`config.mk`:
```
export PLATFORM = sky130hd
export DESIGN_NAME = gpio_ctrl_flat
export DESIGN_NICKNAME = d
export VERILOG_FILES = /design/src/rtl/gpio_ctrl_if.sv /design/src/rtl/gpio_ctrl.sv /design/src/flat_wrapper.sv
export SDC_FILE = /design/constraint.sdc
export NUM_CORES = 1
export LEC_CHECK = 0
export CAP_MARGIN = 5
export CORE_UTILIZATION = 45
export CTS_BUF_LIST = sky130_fd_sc_hd__clkbuf_16
export DETAILED_ROUTE_END_ITERATION = 10
export PLACE_DENSITY = 0.91
export SKIP_CTS_REPAIR_TIMING = 1
export SLEW_MARGIN = 25
export SYNTH_ARGS = -nofsm -noshare
export SYNTH_HDL_FRONTEND = slang
export SYNTH_SLANG_ARGS = --single-unit
```
`constraint.sdc`:
```
create_clock -name clk -period 2.3 [get_ports clk]
set_clock_uncertainty 0.1 [all_clocks]
set_input_delay 0.46 -clock clk [delete_from_list [all_inputs] [get_ports clk]]
set_output_delay 0.46 -clock clk [all_outputs]
set_load 0.1 [all_outputs]
```
`src/rtl/gpio_ctrl_if.sv`:
```
// gpio_ctrl_if: single-cycle load/store bus between the core data controller and gpio_ctrl
interface gpio_ctrl_if;
  logic [31:0] wdata;
  logic [31:0] addr;
  logic [31:0] rdata;
  logic        we;
  modport master (output wdata, addr, we, input rdata);
  modport slave (input wdata, addr, we, output rdata);
endinterface

```
`src/rtl/gpio_ctrl.sv`:
```
// gpio_ctrl: memory-mapped GPIO with edge-event status and level irq; define GPIO_DEBOUNCE_EN for per-pin debounce
module gpio_ctrl #(
  parameter int N = 8,
  parameter int DB_CYCLES = 4
) (
  input  logic         clk,
  input  logic         arst_n,
  gpio_ctrl_if.slave   bus,
  input  logic [N-1:0] gpio_i,
  output logic [N-1:0] gpio_o,
  output logic [N-1:0] gpio_oe,
  output logic         irq
);
  logic [N-1:0] out_r, dir_r, rise_r, fall_r, ien_r, stat_r;
  logic [N-1:0] s1, s2, filt, prev, wd, ev, rsel;
  logic [2:0] a;
  logic [7:0] wr;
  logic unused_bits;
  assign a = bus.addr[4:2];
  assign wd = bus.wdata[N-1:0];
  assign wr = bus.we ? 8'(1) << a : 8'd0;
  assign ev = (filt & ~prev & rise_r) | (~filt & prev & fall_r);
  always_ff @(posedge clk) begin
    if (!arst_n) begin
      {out_r, dir_r, rise_r, fall_r, ien_r, stat_r, s1, s2, prev} <= '0;
    end else begin
      out_r <= wr[0] ? wd : out_r;
      dir_r <= wr[1] ? wd : dir_r;
      rise_r <= wr[3] ? wd : rise_r;
      fall_r <= wr[4] ? wd : fall_r;
      ien_r <= wr[5] ? wd : ien_r;
      // a new event wins over a same-cycle W1C of that bit
      stat_r <= (stat_r & ~(wd & {N{wr[6]}})) | ev;
      s1 <= gpio_i;
      s2 <= s1;
      prev <= filt;
    end
  end
  always_comb begin
    case (a)
      3'd0: rsel = out_r;
      3'd1: rsel = dir_r;
      3'd2: rsel = filt;
      3'd3: rsel = rise_r;
      3'd4: rsel = fall_r;
      3'd5: rsel = ien_r;
      3'd6: rsel = stat_r;
      default: rsel = '0;
    endcase
  end
  assign bus.rdata = 32'(rsel);
  assign gpio_o = out_r;
  assign gpio_oe = dir_r;
  assign irq = |(stat_r & ien_r);
`ifdef GPIO_DEBOUNCE_EN
  localparam int CW = $clog2(DB_CYCLES);
  logic [CW-1:0] cnt [N];
  // filt follows s2 only after DB_CYCLES consecutive edges of disagreement
  always_ff @(posedge clk) begin
    for (int i = 0; i < N; i++) begin
      if (!arst_n) begin
        cnt[i] <= '0;
        filt[i] <= 1'b0;
      end else if (s2[i] == filt[i]) begin
        cnt[i] <= '0;
      end else if (cnt[i] == CW'(DB_CYCLES - 1)) begin
        filt[i] <= s2[i];
        cnt[i] <= '0;
      end else begin
        cnt[i] <= cnt[i] + CW'(1);
      end
    end
  end
  assign unused_bits = ^{bus.addr[31:5], bus.addr[1:0], bus.wdata};
`else
  assign filt = s2;
  assign unused_bits = ^{bus.addr[31:5], bus.addr[1:0], bus.wdata, DB_CYCLES[0]};
`endif
endmodule

```
`src/flat_wrapper.sv`:
```
// flat-port wrapper written by rule: the top's interface ports become plain ports
module gpio_ctrl_flat 
#(
  parameter int N = 8,
  parameter int DB_CYCLES = 4
)
  (clk, arst_n, gpio_i, gpio_o, gpio_oe, irq, bus_wdata, bus_addr, bus_we, bus_rdata);
  gpio_ctrl_if bus_i ();
  input  logic clk;
  input  logic arst_n;
  input  logic [N-1:0] gpio_i;
  output logic [N-1:0] gpio_o;
  output logic [N-1:0] gpio_oe;
  output logic irq;
  input wire logic [$bits(bus_i.wdata)-1:0] bus_wdata;
  input wire logic [$bits(bus_i.addr)-1:0] bus_addr;
  input wire logic [$bits(bus_i.we)-1:0] bus_we;
  output wire logic [$bits(bus_i.rdata)-1:0] bus_rdata;
  assign bus_i.wdata = bus_wdata;
  assign bus_i.addr = bus_addr;
  assign bus_i.we = bus_we;
  assign bus_rdata = bus_i.rdata;
  gpio_ctrl #(.N(N), .DB_CYCLES(DB_CYCLES)) u_core (.clk(clk), .arst_n(arst_n), .bus(bus_i), .gpio_i(gpio_i), .gpio_o(gpio_o), .gpio_oe(gpio_oe), .irq(irq));
endmodule
```
==> flow_metrics.py <==
metrics = {
    "power_and_ir_drop": {
        "clkPwrFrac": 0.381,
        "intPower_w": 0.00216,
        "vdd_drop_max_v": 0.000404,
        "power.static_leakage_nw": 1.80,
        "p_sw_frac": 0.294,
        "p_per_area_nw_per_um2": 676,
        "switchingPower_w": 0.000901,
        "power_frac_comb": 0.193,
        "p_seq_frac": 0.426,
    },
    "drt": {
        "drc": 0,
        "wl_um": 8820,
        "drt_iter0_drc": 225,
        "detail_route.wl_per_cell_um": 16.7,
        "drt-vias-per-instance": 5.48,
        "vias": 2898,
        "drtAntennaViolNets": 0,
        "dr.pass1.iters": 5,
    },
    "worst_setup_path": {
        "worstPathRequired_ns": 1.74,
        "reg2reg_depth": 3,
        "crit_type": "in2out",
        "r2r-end": "u_core.stat_r[7]",
        "regToRegSetupSlack_ns": 1.31,
        "cp.arrival_ns": 1.70,
        "r2r-start": "u_core.filt[7]",
        "critPathMaxFanout": 10,
        "critPathLaunchType": "primary input",
        "worstSetupEndpointType": "primary output",
    },
    "clock_network": {
        "path_clk_slew_ns": 0.05,
        "cts_root_buf": "clkbuf_16",
        "cts_buffer_depth": 2,
        "tritoncts": "yes",
        "clock_latency_ns": 0.33,
        "cts_num_sinks": 72,
        "htree_levels": 3,
        "cts_made_buffers": 9,
    },
    "synthesis": {
        "synth_edf_count": 0,
        "synth.cell_area_um2": 3410,
        "synth_flop_cell": "dfxtp_1",
        "ys_ff_latch": 72,
        "yosysWarnings": 0,
        "netlist_instances": 358,
        "synth_cell_types": 36,
        "yosysSeqAreaShare": 0.423,
        "synthArstFlopShare": 0,
        "avgSynthCellArea_um2": 9.52,
    },
    "worst_hold_path": {
        "min_from": "u_core.s1[5]",
        "hold_class": "reg2reg",
        "hold_depth": 1,
        "hold_end": "u_core.filt[5]",
    },
    "sta": {
        "period_share": 0.985,
        "maxSlewHeadroom": 0.669,
        "min_period_ns": 2.26,
        "max_freq_mhz": 442,
        "tightestPinTransition_ns": 0.495,
        "rsz0062_at_grt": "no",
        "final_max_slew_viol_count": 0,
        "hold_viol": 0,
        "finalSetupViolations": 0,
    },
    "final_layout": {
        "layout-drive-gt1-share": 0.237,
        "fin_area_um2": 4530,
        "utilization": 0.621,
        "n_antenna_cell": 0,
        "stdcell_count": 529,
        "area_delta_synth_final_pct": 32.9,
        "nets": 503,
    },
    "floorplanning": {
        "dieArea_um2": 7930,
        "core-area_um2": 7290,
        "ios": 124,
        "rows": 31,
        "die-height_um": 89.0,
        "start_util": 0.467,
        "chipWidth_um": 89.0,
    },
    "run": {
        "cap_violations": 0,
    },
    "placed_design": {
        "place_congestion": 0.868,
        "hpwl_um": 5510,
        "placed_cell_area_um2": 4130,
        "dp.cells": 506,
        "port_buffers": 46,
    },
    "global_route": {
        "grt_pass1_vias": 2595,
        "track_usage": 0.219,
        "grt_start_max_net_pins": 73,
        "grt_pass1_wl_um": 13000,
        "grt_overflow": 0,
        "antenna_found_initial": 0,
    },
    "status": {
        "status": "finished, final reports clean",
    },
}
[metrics by stage]
step	setup TNS [ns]	setup WS, ns	hold slack (ns)	power (W)
2_1_floorplan	-3.05	-0.682	0.312	0.00177
4_1_cts	-3.08	-0.461	0.329	0.00304
6_report	0	0.0353	0.329	0.00306
3_5_place_dp	-3.79	-0.433	0.317	0.00188
5_1_grt	0	0.00137	0.341	0.00316
3_3_place_gp	-3.35	-0.396	0.314	0.00188
[synth_stat cells, drive strengths merged (3+ instances only)]
cell     n  share of area
a21boi  32          0.070
a221oi   4          0.012
a22oi    7          0.015
and2    24          0.044
and4b    3         0.0088
buf     38          0.082
clkbuf  10          0.011
dfxtp   72           0.42
inv      4         0.0044
mux2     7          0.023
mux2i   29          0.085
nand2   59          0.065
nand3b   9          0.020
nor2b   20          0.037
nor4b    3          0.012
o211ai   3         0.0066
o21a     8          0.018
o21ai    8          0.012
o221a    4          0.013
[cell families (layout without fill, tap and decap cells)]
logic type | count (synthesis) | after routing | share of synthesized area
compound gates | 70 | 70 | 0.155
buf+inv | 52 | 101 | 0.0973
flops | 72 | 72 | 0.423
mux | 37 | 37 | 0.115
other cells | 1 | 24 | 0.00110
simple gates | 126 | 126 | 0.209
[layout make-up]
class	instances	area, um^2
clock buffers	9	225
clock inverters	4	17.5
fillers	555	2760
inverters	4	15.0
multi-input cells	257	1830
flip-flops and latches	72	1450
well taps	99	124
repair buffers	84	867
[metal layers]
layer	share of wire	vias up	track usage
li1	-	1327	-
met1	0.41	1376	0.280
met2	0.49	168	0.355
met3	0.079	27	0.0480
met4	0.026	0	0.0996
met5	0	-	0
[power by group through the flow]
stage | Combinational (W) | Clock [W] | Sequential, W
after detailed placement | 0.000557 | 0 | 0.00133
after floorplan | 0.000409 | 0 | 0.00137
final | 0.000593 | 0.00117 | 0.00130
after global routing | 0.000616 | 0.00124 | 0.00131
after CTS | 0.000560 | 0.00117 | 0.00130
after global placement | 0.000551 | 0 | 0.00133
[sequential cells by signal, summed over array words and instances (netlist names)]
register and flops:
u_core.fall_r 8, u_core.filt 8, u_core.gpio_o 8, u_core.gpio_oe 8, u_core.ien_r 8, u_core.prev 8, u_core.rise_r 8, u_core.s1 8
u_core.stat_r 8
[critical path: stages]
cell and delay [ns]:
clkbuf_2 0.16, buf_4 0.21, nor2_1 0.17, buf_4 0.15, nand3b_1 0.09, o211ai_1 0.19
clkbuf_16 0.27
[worst max-delay path by stage]
stage,slack (ns),to,cells after the start,from
detailed placement,-0.43,bus_rdata[3],6,bus_addr[3]
global route,0.001,bus_rdata[3],6,bus_addr[3]
CTS,-0.46,bus_rdata[3],6,bus_addr[3]
finish,0.04,bus_rdata[3],7,bus_addr[3]
floorplan,-0.68,bus_rdata[0],5,bus_addr[4]
global placement,-0.40,bus_rdata[3],6,bus_addr[3]
[placed cells by master, fill, tap and decap left out, drive strengths merged]
master,count
inv,6
o22ai,1
dfxtp,72
mux2,7
and4b,3
a31oi,2
or4b,1
o211ai,3
o21ai,8
nand3b,9
clkdlybuf4s50,17
nor2b,20
o21a,8
nand2,59
and2,24
buf,63
nand4,1
mux4,1
dlymetal6s2s,1
nor2,1
a221oi,4
mux2i,29
clkbuf,12
clkinv,2
conb,24
o221a,4
a21boi,32
nor4b,3
a32oi,1
a22oi,7
and4bb,2
nand2b,1
nand4b,2
No activity file was read; power rests on OpenSTA's default activity.
